$ cat src/rtl/i_ref_pkg.sv
// Shared types and defaults for the current-reference sweep
// and its downstream sampler.
package i_ref_pkg;

    localparam int unsigned I_REF_BUS_WIDTH = 10;

    typedef enum logic [1:0] {
        IDLE,
        SETTLE,
        STROBE,
        DONE
    } sweep_state_t;

    function automatic int unsigned cnt_width(input int unsigned n);
        return (n > 1) ? $clog2(n) : 1;
    endfunction

endpackage

$ cat src/rtl/settle_counter.sv
// Loadable down-counter timing how long i_ref is held before ready.
// Saturates at zero so a paused STROBE entry cannot wrap it.
module settle_counter
    import i_ref_pkg::*;
#(
    parameter int unsigned WIDTH = cnt_width(4)
) (
    input  logic             clk_i,
    input  logic             rst_i,
    input  logic             load_i,
    input  logic             en_i,
    input  logic [WIDTH-1:0] load_val_i,
    output logic             zero_o
);

    logic [WIDTH-1:0] cnt_q;
    logic [WIDTH-1:0] cnt_d;

    always_comb begin
        cnt_d = cnt_q;
        if (load_i) begin
            cnt_d = load_val_i;
        end else if (en_i && (cnt_q != '0)) begin
            cnt_d = cnt_q - 1'b1;
        end
    end

    always_ff @(posedge clk_i) begin
        if (rst_i) begin
            cnt_q <= '0;
        end else begin
            cnt_q <= cnt_d;
        end
    end

    assign zero_o = (cnt_q == '0);

endmodule

$ cat src/rtl/i_ref_sweep.sv
// Ramps the current reference in settled steps and strobes ready,
// stopping on instability (parked at last stable value) or the limit.
module i_ref_sweep
    import i_ref_pkg::*;
#(
    parameter int unsigned BUS_WIDTH     = I_REF_BUS_WIDTH,
    parameter int unsigned SETTLE_CYCLES = 4
) (
    input  logic                 clk,
    input  logic                 rst,
    input  logic                 enable,
    input  logic                 start,
    input  logic                 went_unstable,
    input  logic [BUS_WIDTH-1:0] i_ref_start,
    input  logic [BUS_WIDTH-1:0] i_ref_step,
    input  logic [BUS_WIDTH-1:0] i_ref_limit,
    output logic [BUS_WIDTH-1:0] i_ref,
    output logic                 ready,
    output logic                 busy,
    output logic                 done,
    output logic                 unstable_hit,
    output logic                 limit_hit
);

    localparam int unsigned CW = cnt_width(SETTLE_CYCLES);
    localparam logic [CW-1:0] RELOAD = CW'(SETTLE_CYCLES - 1);

    sweep_state_t state_q, state_d;
    logic [BUS_WIDTH-1:0] iref_q, iref_d;
    logic [BUS_WIDTH-1:0] stable_q, stable_d;
    logic [BUS_WIDTH-1:0] step_q, step_d;
    logic [BUS_WIDTH-1:0] limit_q, limit_d;
    logic unstable_q, unstable_d;
    logic uhit_q, uhit_d;
    logic lhit_q, lhit_d;

    logic cnt_load;
    logic cnt_en;
    logic cnt_zero;
    logic wu;
    logic [BUS_WIDTH:0] next_sum;
    logic over;

    // An undriven or unknown monitor output must not end a sweep.
    assign wu = (went_unstable === 1'b1);

    assign next_sum = {1'b0, iref_q} + {1'b0, step_q};
    assign over     = (next_sum > {1'b0, limit_q});

    settle_counter #(
        .WIDTH(CW)
    ) u_settle_counter (
        .clk_i     (clk),
        .rst_i     (rst),
        .load_i    (cnt_load),
        .en_i      (cnt_en),
        .load_val_i(RELOAD),
        .zero_o    (cnt_zero)
    );

    always_comb begin
        state_d    = state_q;
        iref_d     = iref_q;
        stable_d   = stable_q;
        step_d     = step_q;
        limit_d    = limit_q;
        unstable_d = unstable_q;
        uhit_d     = uhit_q;
        lhit_d     = lhit_q;
        cnt_load   = 1'b0;
        cnt_en     = 1'b0;

        if (((state_q == SETTLE) || (state_q == STROBE)) && wu) begin
            unstable_d = 1'b1;
        end

        unique case (state_q)
            IDLE, DONE: begin
                if (start && enable) begin
                    state_d    = SETTLE;
                    iref_d     = i_ref_start;
                    stable_d   = '0;
                    step_d     = (i_ref_step == '0) ? BUS_WIDTH'(1) : i_ref_step;
                    limit_d    = i_ref_limit;
                    unstable_d = 1'b0;
                    uhit_d     = 1'b0;
                    lhit_d     = 1'b0;
                    cnt_load   = 1'b1;
                end
            end
            SETTLE: begin
                if (enable) begin
                    cnt_en = 1'b1;
                    if (cnt_zero) begin
                        state_d = STROBE;
                    end
                end
            end
            STROBE: begin
                if (enable) begin
                    if (unstable_q || wu) begin
                        state_d = DONE;
                        iref_d  = stable_q;
                        uhit_d  = 1'b1;
                    end else if (over) begin
                        state_d  = DONE;
                        stable_d = iref_q;
                        lhit_d   = 1'b1;
                    end else begin
                        state_d  = SETTLE;
                        stable_d = iref_q;
                        iref_d   = next_sum[BUS_WIDTH-1:0];
                        cnt_load = 1'b1;
                    end
                end
            end
        endcase
    end

    always_ff @(posedge clk) begin
        if (rst) begin
            state_q    <= IDLE;
            iref_q     <= '0;
            stable_q   <= '0;
            step_q     <= '0;
            limit_q    <= '0;
            unstable_q <= 1'b0;
            uhit_q     <= 1'b0;
            lhit_q     <= 1'b0;
        end else begin
            state_q    <= state_d;
            iref_q     <= iref_d;
            stable_q   <= stable_d;
            step_q     <= step_d;
            limit_q    <= limit_d;
            unstable_q <= unstable_d;
            uhit_q     <= uhit_d;
            lhit_q     <= lhit_d;
        end
    end

    assign i_ref        = iref_q;
    assign ready        = (state_q == STROBE) && enable;
    assign busy         = (state_q == SETTLE) || (state_q == STROBE);
    assign done         = (state_q == DONE);
    assign unstable_hit = uhit_q;
    assign limit_hit    = lhit_q;

endmodule

$ cat config.mk
export PLATFORM = sky130hd
export DESIGN_NAME = i_ref_sweep
export DESIGN_NICKNAME = d
export VERILOG_FILES = /design/src/rtl/i_ref_pkg.sv /design/src/rtl/settle_counter.sv /design/src/rtl/i_ref_sweep.sv
export SDC_FILE = /design/constraint.sdc
export NUM_CORES = 1
export LEC_CHECK = 0
export BUFFER_PORTS_ARGS = -buffer_cell sky130_fd_sc_hd__buf_4
export CELL_PAD_IN_SITES_DETAIL_PLACEMENT = 0
export CELL_PAD_IN_SITES_GLOBAL_PLACEMENT = 1
export CORE_MARGIN = 10
export CORE_UTILIZATION = 45
export DETAILED_ROUTE_END_ITERATION = 8
export PLACE_DENSITY_LB_ADDON = 0.1
export SYNTH_ARGS = -nofsm -noshare
export SYNTH_HDL_FRONTEND = slang
export SYNTH_HIERARCHICAL = 1
export SYNTH_SLANG_ARGS = --single-unit
$ cat constraint.sdc
create_clock -name clk -period 10.4 [get_ports clk]
set_input_delay 2.6 -clock clk [delete_from_list [all_inputs] [get_ports clk]]
set_output_delay 2.6 -clock clk [all_outputs]
set_load 0.005 [all_outputs]
### Word level (Yosys, flattened, before mapping)

Cells that the tools add are included.

| storage, ports and cells | value |
|---|---|
| logic and storage cells | 80 |
| flip-flop bits (word level) | 47 |
| bits of input ports | 35 |

| operators by class | value |
|---|---|
| $add $sub $neg | 2 |
| mux-type cells | 37 |
| equal/unequal tests | 12 |
| order comparisons | 1 |
| reduce and logical (&&, ||, !) cells | 19 |

Operators by type and width:

| operator | number |
|---|---|
| $mux 10 | 8 |
| $pmux 10 s2 | 2 |
| $mux 2 | 8 |
| $reduce_and 4->1 | 4 |
| $mux 1 | 15 |
| $ne 2x2->1 const B | 6 |
| $add 10x10->11 | 1 |
| $gt 11x10->1 | 1 |
| $logic_not 10->1 | 1 |
| $pmux 1 s2 | 3 |
| $pmux 2 s3 | 1 |
| $reduce_bool 2->1 | 3 |
| $reduce_and 5->1 | 1 |
| $eq 2x2->1 const B | 2 |
| $logic_and 1x1->1 | 4 |
| $logic_not 2->1 | 2 |
| $ne 3x2->1 const B | 1 |
| $eq 2x1->1 const B | 1 |
| $logic_or 1x1->1 | 2 |
| $ne 2x1->1 const B | 1 |
| $reduce_and 2->1 | 1 |
| $reduce_or 2->1 | 1 |
| $sub 2x1->2 const B | 1 |
| $eqx 1x1->1 const B | 1 |

### Logic depth before layout (Yosys ltp)

| logic depth | value |
|---|---|
| word-level depth | 7 |
| depth in mapped cells | 18 |

### By module

The synthesis kept the hierarchy.

Modules (own cells, without submodules):

| module | cells an instance | times used | area each (um^2) |
|---|---|---|---|
| i_ref_sweep | 358 | 1 | 2886.5 |
| settle_counter | 14 | 1 | 126.4 |

### Worst setup path after synthesis

No wires, ideal clock.

| path | value |
|---|---|
| path kind | input-to-output |
| from | in enable |
| to | out ready |
| arrival time | 2.763 ns |
| stages | 1 |
| required time | 7.800 ns |
| setup slack | 5.037 ns |
| cells stage by stage | and2_1 |

| between the ends | value |
|---|---|
| word-level cells in the longest chain between the ends | 1 |

RTL lines:

| item | line | RTL |
|---|---|---|
| from (decl) | i_ref_sweep.sv:11 | `input logic enable,` |
| $logic_and 1x1->1 | i_ref_sweep.sv:143 | `assign ready = (state_q == STROBE) && enable;` |
| to (decl) | i_ref_sweep.sv:18 | `output logic ready,` |

Every way passes these cells.

### Worst setup path in the final report

Ends and elaborated chain as after synthesis.

==> impl_metrics.py <==
metrics = {
    "timing": {
        "setup_viol": 0,
        "tightestPinTransition_ns": 1.21,
        "post-route-min-period_ns": 5.65,
        "rsz0062_at_grt": "false",
        "max_freq_mhz": 177,
        "maxSlewViolCount": 0,
        "tns_ns": 0,
        "finalHoldViolCount": 0,
        "relSlewSlack_pct": 18.8,
        "fin_crit_sh_pct": 54.4,
        "finClkSkew_ns": 0.0106,
    },
    "worst_setup_path": {
        "end_kind": "primary output",
        "crit_required_ns": 7.80,
        "path_delay_family": "buffers and inverters",
        "cp.arrival_ns": 3.05,
        "cp_cell_sequence": "buf_4 -> and2_1 -> buf_4",
        "path_buf_inv": 2,
        "r2r_cells": 18,
        "cp_max_fo": 8,
        "cp_common_cell": "buf_4",
        "cp-start-kind": "input port",
        "critPathKind": "in2out",
        "path_depth": 3,
        "critical_path.max_stage_delay_ns": 0.18,
        "crit_slowest_cell": "and2_1",
    },
    "clock_network": {
        "htree_num_levels": 2,
        "cts_tree": "built",
        "post_cts_buffers": 0,
        "cts.clk_slew.worst_paths_ns": 0.09,
        "clockBufferDepth": 2,
        "cts_buffers": 5,
        "post_cts_resize_count": 0,
        "root_buffer": "clkbuf_8",
        "ctsHoldBuffers": 0,
        "clk_latency_ns": 0.30,
        "cts_sinks": 47,
    },
    "floorplanning": {
        "die_area_um2": 10400,
        "die_h_um": 102,
        "die_w_um": 102,
        "coreArea_um2": 6420,
        "pin_count": 50,
        "rows": 29,
        "start_util_pct": 46.9,
    },
    "synth": {
        "synth_seq_cells": 47,
        "synth_seq_area_share_pct": 31.2,
        "yosys-top-cells-area": "dfxtp_1, ha_1, nand2_1",
        "synth_area_um2": 3010,
        "syn_area_per_cell_um2": 8.10,
        "synth-edff-count": 0,
        "ys_types": 61,
        "yosysMostFrequentCell": "nand2_1",
        "synthCells": 372,
        "synth_top_area_share_pct": 31.2,
        "synth_flop_cell": "dfxtp_1",
        "async_flop_share_pct": 0,
        "synth.largest_area_cell": "dfxtp_1",
        "synth_warnings": 6,
        "ys_top_cells_by_count": "nand2_1, dfxtp_1, a21oi_1",
    },
    "global_route": {
        "grt_max_degree": 60,
        "grt_use_total_pct": 16.0,
        "antenna_found_initial": 0,
        "grt_pass1_wl_mm": 13.5,
        "grt-ovfl-total": 0,
        "grt_pass1_vias": 2692,
    },
    "status": {
        "status": "finished, final reports clean",
    },
    "detailed_routing": {
        "drt_iter0_drc": 129,
        "routed-via-count": 2759,
        "route.antenna.remaining_nets": 0,
        "routed_via_density": 5.65,
        "drcViolationCount": 0,
        "wl_per_cell_um": 16.4,
        "wirelength_mm": 8.00,
        "dr.pass1.iters": 4,
    },
    "pwr": {
        "total_power_uw": 486,
        "power.leakage_nw": 1.38,
        "p_per_area_nw_per_um2": 141,
        "peakVddDrop_mv": 0.0753,
    },
    "run": {
        "drv_cap": 0,
    },
    "placement": {
        "post-dp-hpwl_mm": 5.95,
        "io_buffers": 49,
        "gp_congestion": 0.864,
    },
    "layout": {
        "antenna_cells": 0,
        "layout-drive-gt1-share_pct": 18.5,
        "area_delta_synth_final_pct": 14.5,
        "final_net_count": 471,
    },
    "hold_path": {
        "holdPathStages": 2,
        "hold_class": "reg2reg",
    },
}
==> cell type report <==
| cell class | instances | area (um^2) |
|---|---|---|
| clock inverter | 1 | 5.00 |
| sequential | 47 | 941 |
| inverter | 24 | 90.1 |
| clock buffer | 7 | 76.3 |
| tap | 77 | 96.3 |
| timing repair buffer | 50 | 375 |
| fill | 656 | 2970 |
| multi-input combinational | 282 | 1870 |
==> layer usage <==
metal  wire length, um  track usage (%)  vias up
met5                 0                0        -
met4                53             3.47        0
met3               390             3.64        5
met2              3740             25.8       49
met1              3820             21.3     1316
li1                  -                -     1389
==> registers in the layout (all words and copies together), names as in the netlist <==
register                cells
step_q                     10
limit_q                    10
unstable_q                  1
i_ref                      10
stable_q                   10
u_settle_counter/cnt_q      2
limit_hit                   1
state_q                     2
unstable_hit                1
==> layout by cell type (no fill, tap or decap), drive strengths merged, types with 4 or more instances in the layout <==
cell    Yosys  layout
a22oi      13      13
clkbuf     17       7
nor2       30      30
o211ai      5       5
nand4b      9       9
ha         25      25
nand2      60      60
xnor2       6       6
a31oi       4       4
buf         3      50
and2        4       4
a211oi      5       5
nor2b       6       6
nor4        4       4
inv        23      23
dfxtp      47      47
nand3      10      10
a21oi      35      35
o21ai      15      15
==> final timing paths <==
path	start	endpoint	slack (ns)
setup reg to reg	i_ref[0]	u_settle_counter/cnt_q[1]	6.42
setup / recovery	enable	ready	4.75
hold reg to reg	limit_q[8]	limit_q[8]	0.46
hold / removal	limit_q[8]	limit_q[8]	0.46
==> tightest hold or removal path, cell delays in order, from the launching register on <==
cell and delay, ns:
dfxtp_1 0.32, nand2_1 0.05, a21oi_1 0.05
==> where the power goes <==
part / total [mW] / switching [mW] / leakage [nW] / internal [mW]
clock: 0.112 / 0.0642 / 0.0422 / 0.0474
combinational: 0.169 / 0.0999 / 0.958 / 0.0690
sequential: 0.205 / 0.0126 / 0.383 / 0.192
total: 0.486 / 0.177 / 1.38 / 0.309
==> logic make-up after synthesis <==
logic type | share of synthesized area [%]
XOR/XNOR | 2.62
other | 0.124
flip-flops | 31.2
AND/OR/NAND/NOR | 23.7
multiplexers | 1.79
adder cells (fa/ha/maj) | 11.0
buffers and inverters | 6.93
AO/OA/AOI/OAI | 22.5
==> metrics by stage <==
stage | worst slack (ns) | hold WS [ns] | utilization (%) | instance area, um^2 | instances
4_1_cts | 4.74 | 0.464 | 53.7 | 3450 | 488
5_1_grt | 4.71 | 0.479 | 53.7 | 3450 | 488
2_1_floorplan | 5.04 | 0.436 | - | 3020 | 373
3_3_place_gp | 4.75 | 0.444 | 52.5 | 3370 | 480
6_report | 4.75 | 0.461 | 53.7 | 3450 | 488
3_5_place_dp | 4.75 | 0.451 | 52.5 | 3370 | 480
Note: power is estimated with default switching activity, not from simulation.
